## config.mk

```make
export PLATFORM = sky130hd
export DESIGN_NAME = alarm_trigger
export DESIGN_NICKNAME = d
export VERILOG_FILES = /design/src/rtl/alarm_trigger.sv
export SDC_FILE = /design/constraint.sdc
export NUM_CORES = 1
export LEC_CHECK = 0
export BUFFER_PORTS_ARGS = -buffer_cell sky130_fd_sc_hd__buf_4
export CAP_MARGIN = 20
export CORE_UTILIZATION = 35
export DETAILED_ROUTE_END_ITERATION = 10
export SLEW_MARGIN = 10
export SYNTH_ARGS = -nofsm -noshare
export SYNTH_HDL_FRONTEND = slang
export SYNTH_SLANG_ARGS = --single-unit
export TNS_END_PERCENT = 50
```

## constraint.sdc

```tcl
create_clock -name clk -period 1.9 [get_ports clk]
set_clock_uncertainty 0.05 [all_clocks]
set_input_delay 0.57 -clock clk [delete_from_list [all_inputs] [get_ports clk]]
set_output_delay 0.57 -clock clk [all_outputs]
set_load 0.1 [all_outputs]
```

## src/rtl/alarm_trigger.sv

```systemverilog
// alarm_trigger - stored hh:mm:ss alarm compared against the live RTC time,
// rings alarm_active for RING_SECS RTC second transitions. Rev 1.0
`default_nettype none

module alarm_trigger #(
  parameter int RING_SECS = 5
) (
  input  logic       clk,
  input  logic       rst,
  input  logic [4:0] hour_rtc,
  input  logic [5:0] min_rtc,
  input  logic [5:0] sec_rtc,
  input  logic       alarm_set,
  input  logic [4:0] alarm_hour_in,
  input  logic [5:0] alarm_min_in,
  input  logic [5:0] alarm_sec_in,
  output logic       alarm_active
);

  localparam logic [5:0] RING_LOAD = 6'(RING_SECS);

  logic [4:0] alarm_hour;
  logic [5:0] alarm_min;
  logic [5:0] alarm_sec;
  logic       armed;
  logic       match_prev;
  logic [5:0] sec_prev;
  logic [5:0] ring_cnt;

  logic load_ok;
  logic match;
  logic trigger;
  logic sec_tick;

  assign load_ok = alarm_set && (alarm_hour_in <= 5'd23) &&
                   (alarm_min_in <= 6'd59) && (alarm_sec_in <= 6'd59);

  assign match = armed && (hour_rtc == alarm_hour) &&
                 (min_rtc == alarm_min) && (sec_rtc == alarm_sec);

  // Rising edge of match only, so a held matching second rings once.
  assign trigger  = match && !match_prev && !alarm_set;
  assign sec_tick = (sec_rtc != sec_prev);

  always_ff @(posedge clk or negedge rst) begin
    if (!rst) begin
      alarm_hour   <= 5'd0;
      alarm_min    <= 6'd0;
      alarm_sec    <= 6'd0;
      armed        <= 1'b0;
      match_prev   <= 1'b0;
      sec_prev     <= 6'd0;
      ring_cnt     <= 6'd0;
      alarm_active <= 1'b0;
    end else begin
      sec_prev <= sec_rtc;
      if (load_ok) begin
        alarm_hour   <= alarm_hour_in;
        alarm_min    <= alarm_min_in;
        alarm_sec    <= alarm_sec_in;
        armed        <= 1'b1;
        match_prev   <= 1'b0;
        ring_cnt     <= 6'd0;
        alarm_active <= 1'b0;
      end else begin
        match_prev <= match;
        if (trigger) begin
          ring_cnt     <= RING_LOAD;
          alarm_active <= 1'b1;
        end else if (alarm_active && sec_tick) begin
          ring_cnt <= ring_cnt - 6'd1;
          if (ring_cnt == 6'd1) begin
            alarm_active <= 1'b0;
          end
        end
      end
    end
  end

endmodule

`default_nettype wire

```

-- After elaboration in Yosys (flattened, before gate mapping)
Index checks and enable logic that the tools add are counted.
- register bits: 32
- bits in latches: 0
- bits in writable memories: 0
- bits in read-only memories: 0
- output and inout port bits: 1
- word-level logic and storage cells: 39
- memories kept: 0
- add/subtract/negate cells: 1
- multipliers: 0
- divide/modulo/power cells: 0
- magnitude comparators: 3
- equality and inequality tests: 5
- shifts and indexed selects: 0
- mux-type cells: 8
- bitwise gates (word level): 0
- reductions and logical operators: 14
- operator list (cell ; count):
    2-to-1 mux 6 bit ; 3
    equality test 6 bit ; 2
    <= comparator 6 bit, second input constant ; 2
    logical AND 1 bit ; 9
    equality test 6 x 1 -> 1 bit, second input constant ; 1
    inequality test 6 bit ; 1
    nonzero test 3 bit ; 2
    subtractor 6 x 1 -> 6 bit, second input constant ; 1
    equality test 5 bit ; 1
    <= comparator 5 bit, second input constant ; 1
    2-to-1 mux 1 bit ; 5
    zero test 1 bit ; 2
    AND reduction 2 bit ; 1

-- Depth between registers and ports, before layout
- depth after elaboration: 8
- gate-level depth with buffers: 6
- gate-level depth less buffers: 5

-- Worst setup path after synthesis
Ideal clock, no wire load.
- kind: reg2reg
- start point: register alarm_active
- end point: register ring_cnt[5]
- library setup time: 0.086 ns
- arrival time: 1.618 ns
- required time: 1.764 ns
- slack: 0.147 ns
- cell stages (with the launch flop): 5
- period minus slack after synthesis: 1.753 ns
- cell sequence: dfrtp_1 > and4_1 > o21ai_0 > xor2_1 > nor3_1
- longest elaborated chain between the ends: 2
- RTL lines (element ; line ; text):
    from (decl) ; 17 ; output logic alarm_active
    from (signal assigned) ; 54 ; alarm_active <= 1'b0;
    from (signal assigned) ; 64 ; alarm_active <= 1'b0;
    from (signal assigned) ; 69 ; alarm_active <= 1'b1;
    logical AND 1 bit ; 70 ; end else if (alarm_active && sec_tick) begin
    nonzero test 3 bit (no source line) ; -- ;
    to (signal assigned) ; 71 ; ring_cnt <= ring_cnt - 6'd1;
    to (decl) ; 28 ; logic [5:0] ring_cnt;
Every way passes these cells.
A chain may end at the register's enable or synchronous reset.

-- Worst setup path in the final report
- start point: register alarm_active
- end point: output port alarm_active
No word-level cell between the ends.

==> results.sh <==
export IMPL_yosys_area_share_simple_pct=22.5
export IMPL_clk_latency_ns=0.28
export IMPL_drv_cap=0
export IMPL_relSlewSlack_pct=73.3
export IMPL_area_delta_synth_final_pct=31.3
export IMPL_synth_seq_area_share_pct=51.9
export IMPL_period_minus_slack_ns=1.71
export IMPL_ir_drop_v=0.000458
export IMPL_layout_drive_gt1_share_pct=27.5
export IMPL_clkTransAtPathRegs_ns=0.07
export IMPL_r2r_cells=5
export IMPL_start_util_pct=37.5
export IMPL_synth_seq_cells=32
export IMPL_detailedRoute_firstPassIterationCount=4
export IMPL_drtIter0Drc=18
export IMPL_via_per_inst=4.69
export IMPL_grt_max_degree=33
export IMPL_synth_compound_area_share_pct=4.78
export IMPL_portBuffers=37
export IMPL_vias=1190
export IMPL_status="finished clean"
export IMPL_drtAntennaViolNets=0
export IMPL_cp_max_fo=7
export IMPL_dp_hpwl_um=2500
export IMPL_finalSetupViolations=0
export IMPL_fp_dieW_um=68.4
export IMPL_wl_um=3180
export IMPL_synth_xor_area_share_pct=15.9
export IMPL_antenna_found_initial=0
export IMPL_synth_cell_type_count=27
export IMPL_design_area_mm2=0.00203
export IMPL_timing_rr_start="alarm_min[3]"
export IMPL_grt_overflow_total=0
export IMPL_met2_usage_pct=26.2
export IMPL_mappedNetlistArea_mm2=0.00154
export IMPL_fp_dieH_um=68.4
export IMPL_critPathLaunchType="flop"
export IMPL_grt_use_met1_pct=18.7
export IMPL_synth_fp_nets=197
export IMPL_syn_area_per_cell_um2=9.77
export IMPL_worst_path_max_delay_cell="dfrtp_1"
export IMPL_ys_warn_count=0
export IMPL_p_leak_nw=0.961
export IMPL_fill_cells=396
export IMPL_wire_per_inst_um=12.5
export IMPL_placed_area_mm2=0.00190
export IMPL_synth_top_family_by_area="simple AND/OR/NAND/NOR gates"
export IMPL_hold_path_class="input port to asynchronous set/reset pin"
export IMPL_cts_tree="yes"
export IMPL_layout_commonest_cell="nand2_1"
export IMPL_boundaryPins=38
export IMPL_grt_setup_unrepaired="no"
export IMPL_core_area_mm2=0.00412
export IMPL_rows=23
export IMPL_max_stage_delay_ns=0.46
export IMPL_crit_type="flop to output pin"
export IMPL_path_cells="buf_4"
export IMPL_r2r_setup_slack_ns=0.30
export IMPL_cts_htree_levels=2
export IMPL_syn_inst=158
export IMPL_cts_sinks=32
export IMPL_top_usage_layer="met2"
export IMPL_fin_cells=254
export IMPL_grt_pass1_vias=1175
export IMPL_crit_buf_inv=1
export IMPL_pwr_density_cell_mw_per_mm2=858
export IMPL_grt_util_met3_pct=5.00
export IMPL_dieArea_mm2=0.00468
export IMPL_fin_crit_sh_pct=89.8
export IMPL_crit_required_ns=1.28
export IMPL_final_hold_viol_count=0
export IMPL_cts_hold_fix_buffers=0
export IMPL_tightest_slew_ns=0.401
export IMPL_final_cell_mix="nand2_1, buf_4, dfrtp_1, xnor2_1, clkbuf_8"
export IMPL_drc=0
export IMPL_synth_adder_area_share_pct=1.62
export IMPL_dpl_cell_count=246
export IMPL_synthMuxAreaShare_pct=0.729
export IMPL_diodes=0
export IMPL_totalPowerFinal_mw=1.74
export IMPL_cts_root_buf="clkbuf_8"
export IMPL_grt_first_pass_wirelength_um=5110
export IMPL_cts_buffers=5
export IMPL_fin_nets=242
export IMPL_grt_usage_pct=15.9
export IMPL_timing_rr_end="ring_cnt[0]"
export IMPL_cts_resized=0
export IMPL_clock_path_buffers=2
export IMPL_place_congestion=0.819
export IMPL_cp_top_family="flip-flops"
export IMPL_cts_setup_buffers=0
export IMPL_critPathArrivalTime_ns=1.09
export IMPL_max_freq_mhz=586
export IMPL_maxSlewViolCount=0
export IMPL_end_kind="output pin"
-- state kept, by name (all words and copies together) (netlist names) --
name and count:
alarm_min 6, alarm_sec 6, ring_cnt 6, sec_prev 6
alarm_hour 5, alarm_active 1, armed 1, match_prev 1
-- metal layers --
metal	up-vias	wire length, um
li1	605	-
met1	555	1410
met2	25	1580
met3	5	136
met4	0	52
met5	-	0
-- per-stage QoR --
stage                     setup TNS, ns  hold slack, ns  worst slack (ns)  util, %
after CTS                             0           0.173             0.190     49.3
final                                 0           0.158             0.194     49.3
after global routing                  0           0.194             0.142     49.3
after floorplan                       0           0.224             0.147        -
after global placement                0           0.404            0.0189     46.2
after detailed placement        -0.0316           0.406           -0.0316     46.2
-- worst max-delay path by stage --
| stage | startpoint | to | slack, ns | cells after the start |
|---|---|---|---|---|
| 4_1_cts | alarm_active | alarm_active | 0.19 | 1 |
| 6_report | alarm_active | alarm_active | 0.19 | 1 |
| 3_5_place_dp | sec_rtc[1] | ring_cnt[1] | -0.03 | 6 |
| 2_1_floorplan | alarm_active | ring_cnt[5] | 0.15 | 4 |
| 3_3_place_gp | sec_rtc[1] | ring_cnt[1] | 0.02 | 6 |
| 5_1_grt | alarm_active | alarm_active | 0.14 | 1 |
-- power by group --
group	leakage, nW	internal [mW]	switching [mW]	total (mW)
registers	0.400	0.740	0.0373	0.777
logic	0.497	0.135	0.124	0.259
clock network	0.0645	0.462	0.242	0.704
total	0.961	1.34	0.403	1.74
-- final cells by class --
class	count	area, um^2	area share [%]
flip-flops and latches	32	801	39.5
multi-input cells	118	703	34.7
repair buffers	43	323	15.9
clock buffers	7	96.3	4.75
well taps	50	62.6	3.09
clock inverters	1	30.0	1.48
inverters	3	11.3	0.556
-- cells by family after synthesis --
logic type	Yosys count
buffers and inverters	8
adder cells (fa/ha/maj)	2
multiplexers	1
flip-flops	32
AND/OR/NAND/NOR	77
AO/OA/AOI/OAI	10
XOR/XNOR	28
-- cell usage after synthesis --
master	count	share of area (%)
clkbuf_1	2	0.49
a21boi_0	1	0.49
buf_6	1	0.73
a21oi_1	1	0.32
and3_1	2	0.81
buf_2	2	0.65
inv_1	3	0.73
o211ai_1	2	0.97
nor3_1	6	1.9
nor4_2	1	0.81
o21a_1	2	0.97
nand3_1	2	0.65
nand4_2	1	0.81
o21ai_0	1	0.32
and4_1	1	0.57
dfrtp_1	32	52
mux2_2	1	0.73
xor2_1	5	2.8
nand4_1	6	2.4
o2111ai_1	2	1.1
nand2_1	53	13
xnor2_1	23	13
nand2b_1	1	0.41
o21ai_2	1	0.57
and3_2	1	0.49
ha_1	2	1.6
nor2_1	3	0.73
No activity file was read; power rests on OpenSTA's default activity.
